===== config.mk =====
export PLATFORM = sky130hd
export DESIGN_NAME = frame_buffer_arbiter
export DESIGN_NICKNAME = d
export VERILOG_FILES = /design/src/rtl/frame_arb_pkg.sv /design/src/rtl/frame_arb_tag_pipe.sv /design/src/rtl/frame_buffer_arbiter.sv
export SDC_FILE = /design/constraint.sdc
export NUM_CORES = 1
export LEC_CHECK = 0
export ABC_CLOCK_PERIOD_IN_PS = 1700
export CAP_MARGIN = 5
export CORE_ASPECT_RATIO = 0.75
export CORE_UTILIZATION = 37
export DETAILED_ROUTE_END_ITERATION = 10
export GPL_TIMING_DRIVEN = 0
export HOLD_SLACK_MARGIN = 0.02
export PLACE_DENSITY = 0.86
export SLEW_MARGIN = 20
export SYNTH_ARGS = -nofsm -noshare
export SYNTH_HDL_FRONTEND = slang
export SYNTH_SLANG_ARGS = --single-unit

===== constraint.sdc =====
create_clock -name clk_in -period 1.7 [get_ports clk_in]
set_input_delay 0.34 -clock clk_in [delete_from_list [all_inputs] [get_ports clk_in]]
set_output_delay 0.34 -clock clk_in [all_outputs]
set_load 0.02 [all_outputs]

===== src/rtl/frame_arb_pkg.sv =====
// frame_arb_pkg: shared types and default sizes for the frame-buffer arbiter
package frame_arb_pkg;

    typedef enum logic [1:0] {OWN_NONE, OWN_VGA, OWN_CMP} owner_t;
    typedef enum logic {ARB, LOCKED} arb_state_t;

    localparam int FB_ADDR_W = 17;
    localparam int FB_DATA_W = 8;
    localparam int FB_DEPTH  = 76800;

endpackage


===== src/rtl/frame_arb_tag_pipe.sv =====
// frame_arb_tag_pipe: owner shift register tracking in-flight BRAM reads, flushed by reset
module frame_arb_tag_pipe
    import frame_arb_pkg::*;
#(
    parameter int DEPTH = 3
) (
    input  logic   clk_in,
    input  logic   rst_in,
    input  owner_t own_in,
    output owner_t next_out,
    output owner_t exit_out
);

    owner_t stage_q [DEPTH];

    // Shift owners one stage per cycle; reset drops every in-flight tag
    always_ff @(posedge clk_in or posedge rst_in) begin
        if (rst_in) begin
            for (int i = 0; i < DEPTH; i++) stage_q[i] <= OWN_NONE;
        end else begin
            stage_q[0] <= own_in;
            for (int i = 1; i < DEPTH; i++) stage_q[i] <= stage_q[i-1];
        end
    end

    // next_out is the tag whose BRAM data is on the bus this cycle; exit_out drives the valids
    assign next_out = stage_q[DEPTH-2];
    assign exit_out = stage_q[DEPTH-1];

endmodule


===== src/rtl/frame_buffer_arbiter.sv =====
// frame_buffer_arbiter: single-port BRAM arbiter for VGA reads and compare RMW; FRAME_ARB_STATS_EN enables the VGA stall counter
module frame_buffer_arbiter
    import frame_arb_pkg::*;
#(
    parameter int ADDR_W     = FB_ADDR_W,
    parameter int DATA_W     = FB_DATA_W,
    parameter int BRAM_LAT   = 2,
    parameter int STARVE_MAX = 8,
    parameter int LOCK_MAX   = 6
) (
    input  logic              clk_in,
    input  logic              rst_in,
    input  logic              vga_req_in,
    input  logic [ADDR_W-1:0] vga_addr_in,
    output logic              vga_gnt_out,
    output logic [DATA_W-1:0] vga_data_out,
    output logic              vga_valid_out,
    input  logic              cmp_req_in,
    input  logic              cmp_we_in,
    input  logic [ADDR_W-1:0] cmp_addr_in,
    input  logic [DATA_W-1:0] cmp_data_in,
    input  logic              cmp_lock_in,
    output logic              cmp_gnt_out,
    output logic [DATA_W-1:0] cmp_data_out,
    output logic              cmp_valid_out,
    output logic [ADDR_W-1:0] bram_addr_out,
    output logic              bram_we_out,
    output logic [DATA_W-1:0] bram_din_out,
    input  logic [DATA_W-1:0] bram_dout_in,
    output logic              lock_timeout_out,
    output logic [15:0]       vga_stall_cnt_out
);

    localparam int SW = $clog2(STARVE_MAX + 1);
    localparam int LW = $clog2(LOCK_MAX + 1);

    arb_state_t        state_q, state_d;
    logic [SW-1:0]     starve_q, starve_d;
    logic [LW-1:0]     lock_q, lock_d;
    logic              timeout_q, timeout_d;
    logic [ADDR_W-1:0] addr_q, addr_d;
    logic              we_q, we_d;
    logic [DATA_W-1:0] din_q, din_d;
    logic [DATA_W-1:0] vga_data_q, cmp_data_q;
    owner_t            own_d, tag_next, tag_exit;

    // Grant, starvation, lock FSM and issue selection
    always_comb begin
        vga_gnt_out = state_q == ARB && vga_req_in && starve_q < SW'(STARVE_MAX);
        cmp_gnt_out = cmp_req_in && !vga_gnt_out;
        starve_d    = (cmp_gnt_out || !cmp_req_in) ? '0
                    : (starve_q == SW'(STARVE_MAX)) ? starve_q : starve_q + 1'b1;
        state_d     = state_q;
        lock_d      = lock_q;
        timeout_d   = timeout_q;
        if (state_q == ARB) begin
            if (cmp_gnt_out && !cmp_we_in && cmp_lock_in) begin
                state_d = LOCKED;
                lock_d  = '0;
            end
        end else begin
            lock_d = lock_q + 1'b1;
            if (cmp_gnt_out && cmp_we_in) begin
                state_d = ARB;
            end else if (lock_d == LW'(LOCK_MAX)) begin
                state_d   = ARB;
                timeout_d = 1'b1;
            end else if (!cmp_lock_in) begin
                state_d = ARB;
            end
        end
        addr_d = vga_gnt_out ? vga_addr_in : cmp_gnt_out ? cmp_addr_in : addr_q;
        we_d   = cmp_gnt_out && cmp_we_in;
        din_d  = we_d ? cmp_data_in : din_q;
        own_d  = vga_gnt_out ? OWN_VGA : (cmp_gnt_out && !cmp_we_in) ? OWN_CMP : OWN_NONE;
    end

    // Arbitration state and registered BRAM port
    always_ff @(posedge clk_in or posedge rst_in) begin
        if (rst_in) begin
            state_q   <= ARB;
            starve_q  <= '0;
            lock_q    <= '0;
            timeout_q <= 1'b0;
            addr_q    <= '0;
            we_q      <= 1'b0;
            din_q     <= '0;
        end else begin
            state_q   <= state_d;
            starve_q  <= starve_d;
            lock_q    <= lock_d;
            timeout_q <= timeout_d;
            addr_q    <= addr_d;
            we_q      <= we_d;
            din_q     <= din_d;
        end
    end

    frame_arb_tag_pipe #(.DEPTH(BRAM_LAT + 1)) u_tag_pipe (
        .clk_in  (clk_in),
        .rst_in  (rst_in),
        .own_in  (own_d),
        .next_out(tag_next),
        .exit_out(tag_exit)
    );

    // Capture read data for whichever requester owns the returning access
    always_ff @(posedge clk_in or posedge rst_in) begin
        if (rst_in) begin
            vga_data_q <= '0;
            cmp_data_q <= '0;
        end else begin
            vga_data_q <= (tag_next == OWN_VGA) ? bram_dout_in : vga_data_q;
            cmp_data_q <= (tag_next == OWN_CMP) ? bram_dout_in : cmp_data_q;
        end
    end

`ifdef FRAME_ARB_STATS_EN
    logic [15:0] stall_q;

    // Saturating count of cycles VGA asked but was refused
    always_ff @(posedge clk_in or posedge rst_in) begin
        if (rst_in) stall_q <= '0;
        else if (vga_req_in && !vga_gnt_out && stall_q != 16'hFFFF) stall_q <= stall_q + 1'b1;
    end

    assign vga_stall_cnt_out = stall_q;
`else
    assign vga_stall_cnt_out = '0;
`endif

    assign vga_valid_out    = tag_exit == OWN_VGA;
    assign cmp_valid_out    = tag_exit == OWN_CMP;
    assign vga_data_out     = vga_data_q;
    assign cmp_data_out     = cmp_data_q;
    assign bram_addr_out    = addr_q;
    assign bram_we_out      = we_q;
    assign bram_din_out     = din_q;
    assign lock_timeout_out = timeout_q;

endmodule


==> out/qor.yml <==
global_routing:
  overflow: 0
  grt_pass1_wl_mm: 9.83
  grt_max_degree: 31
  grt_pass1_vias: 1976
  grt_antenna_before_repair: 0
  grt_util_all_layers: 0.180
synthesis:
  avgSynthCellArea_um2: 12.7
  synth_edf_count: 0
  yosysUniqueCellTypes: 30
  synth_seq_cells: 57
  synthCells: 196
  ys_async_sr_fraction: 1.00
  ys_seq_area_frac: 0.573
  synth_warnings: 0
  netlist_area_um2: 2490
  synth_top_area_cell: "dfrtp_1"
  synthFlopType: "dfrtp_1"
  synth_top_cell_area_share: 0.573
  synthTopCellsByArea: "dfrtp_1 (57%), mux2_2 (7.7%), mux2i_1 (7.2%), buf_4 (5.1%), mux2_4 (4.8%)"
floorplan:
  die_width_um: 96.7
  core_um2: 6410
  die_h_um: 73.1
  num_rows: 25
  start_util: 0.388
  pin_count: 119
  die-area_um2: 7070
timing:
  fin_ws_ns: -0.0813
  slew_headroom: 0.576
  setup_violations: 2
  slew_viol_final: 0
  finalCritPeriodShare: 1.05
  fin_setup_tns_ns: -0.157
  max_freq_ghz: 0.561
  hold_viol: 0
  fin_skew_ns: 0.00590
  max_slew.worst_pin.slew_ns: 0.635
  fin_crit_ns: 1.78
  rsz0062_at_grt: "yes"
setup_path:
  slowest_stage: "or3b_4"
  r2r_end: "bram_din_out[6]"
  rr_startpoint: "state_q"
  critPathKind: "register to output pin"
  worstPathRequired_ns: 1.36
  cp-end-kind: "output pin"
  cp-start-kind: "register"
  worstPathArrival_ns: 1.44
  rrSetupSlack_ns: 0.05
  reg2reg_depth: 6
  path_cells: "or3b_4 -> and2_4 -> buf_6"
  cpPeakStageDelay_ns: 0.42
  cp_max_fo: 2
final_layout:
  n_fill_cell: 528
  nets: 391
  diodes: 0
  fin_area_um2: 3950
  drive_above_1_share: 0.228
  area_growth_pct: 58.7
  instances_no_fill: 415
clock_network:
  cts_tree: "done"
  clock_sink_count: 57
  cts_buffers: 9
  clk-insertion-delay-late_ns: 0.33
  htreeDepth: 3
  cts_root_buffer: "clkbuf_8"
  clk_pin_slew_ns: 0.06
  clock_path_buffers: 2
worst_hold_path:
  hold_depth: 0
  min_to: "u_tag_pipe.next_out[0]"
  hp-class: "register to register"
  worst_hold_startpoint: "u_tag_pipe.stage_q[4]"
routing:
  viasPerCell: 4.58
  first_pass_iters: 5
  wl_per_cell_um: 14.5
  drc: 0
  vias: 1902
  drt_iter0_drc: 67
  routed_wl_mm: 6.03
  antenna_left: 0
power:
  totalPowerFinal_mw: 4.09
  p_leak_nw: 1.86
  powerDensity_nw_per_um2: 1030
  vdd_drop_max_mv: 0.623
placement:
  dp_cells: 394
  gp_congestion: 0.742
  portBuffers: 101
  dpl_cell_area_um2: 3680
  pre_cts_slack_ns: -0.809
  hpwl_mm: 4.30
job:
  drv_cap: 0
outcome:
  violations: "negative setup slack"
  status: "finished, violations left"
-- synthesized netlist by cell type, types with 2 or more instances --
cell type,n
dfrtp_1,57
nand2_1,19
mux2i_1,18
buf_4,17
mux2_2,17
o21ai_0,17
inv_1,8
mux2_4,8
ha_1,4
a21oi_1,3
buf_2,3
clkbuf_1,3
nand2b_1,3
a22o_1,2
nor2b_1,2
-- routing by layer --
metal	part of all wire	global-route usage
met5	0	0
met4	0.0065	0.0531
met3	0.060	0.0670
met2	0.52	0.315
met1	0.41	0.210
-- stage by stage --
step,util,hold slack (ns)
final,0.617,0.350
after global routing,0.617,0.362
after CTS,0.606,0.358
after detailed placement,0.574,0.346
after global placement,0.571,0.337
after floorplan,-,0.331
-- cells by family after synthesis --
group / Yosys count / synth area share
adders and majority gates: 4 / 0.0201
and+or+nand+nor: 31 / 0.0648
muxes: 43 / 0.197
other: 1 / 0.00151
xor gates and xnor gates: 1 / 0.00352
AOI/OAI and AO/OA: 26 / 0.0608
DFF: 57 / 0.573
buffers and inverters: 33 / 0.0794
-- flip-flops by register name, indices dropped and copies added (netlist names) --
signal and cells:
vga_data_out 8, bram_we_out 1, bram_din_out 8, u_tag_pipe.next_out 2
u_tag_pipe.stage_q 2, state_q 1, lock_timeout_out 1, lock_q 3
u_tag_pipe.exit_out 2, starve_q 4, cmp_data_out 8, bram_addr_out 17
-- placed cells by master, fill, tap and decap left out, types with 3 or more instances in the layout --
master	n
mux2_2	17
nand2b_1	3
buf_2	3
dlygate4sd2_1	3
buf_4	22
conb_1	16
dfrtp_1	56
nand2_1	19
inv_1	7
clkinv_2	3
mux2_4	8
ha_1	4
mux2i_1	18
clkbuf_1	3
clkbuf_8	10
o21ai_0	17
clkdlybuf4s50_1	94
a21oi_1	3
-- worst max-delay path by stage --
stage                            from     endpoint  slack, ns  cells after the start
after floorplan               state_q  vga_gnt_out       0.22                      3
after global placement     vga_req_in  vga_gnt_out      -0.80                      5
after detailed placement   vga_req_in  vga_gnt_out      -0.81                      5
after CTS                 starve_q[3]  cmp_gnt_out      -0.15                      3
after global routing          state_q  cmp_gnt_out      -0.13                      3
final                         state_q  cmp_gnt_out      -0.08                      3
-- timing repair --
action	4_1_cts	5_1_grt
gates resized for setup	19	4
hold buffers	0	0
setup endpoints to repair	4	4
cloned	0	1
buffers inserted	2	5
pin swaps	1	1
-- worst max-delay path, delay by kind of cell (launching register included) --
family	cells	cell delay, ns
simple gates	2	0.59
buf+inv	1	0.12
flops	1	0.41
-- cell type report --
type | instances | area (um2) | share of cell area
inverters | 9 | 50.0 | 0.0127
flip-flops and latches | 57 | 1430 | 0.361
well taps | 81 | 101 | 0.0256
clock inverters | 4 | 45.0 | 0.0114
multi-input cells | 121 | 926 | 0.234
repair buffers | 109 | 1100 | 0.279
repair inverters | 1 | 8.76 | 0.00222
plain buffers | 23 | 154 | 0.0389
clock buffers | 10 | 138 | 0.0348
-- report_power, final --
group	leakage, nW	switching (mW)	internal [mW]
sequential	0.695	0.118	1.57
clock	0.0978	0.486	0.691
combinational	1.07	0.562	0.665
Note: power is estimated with default switching activity, not from simulation.
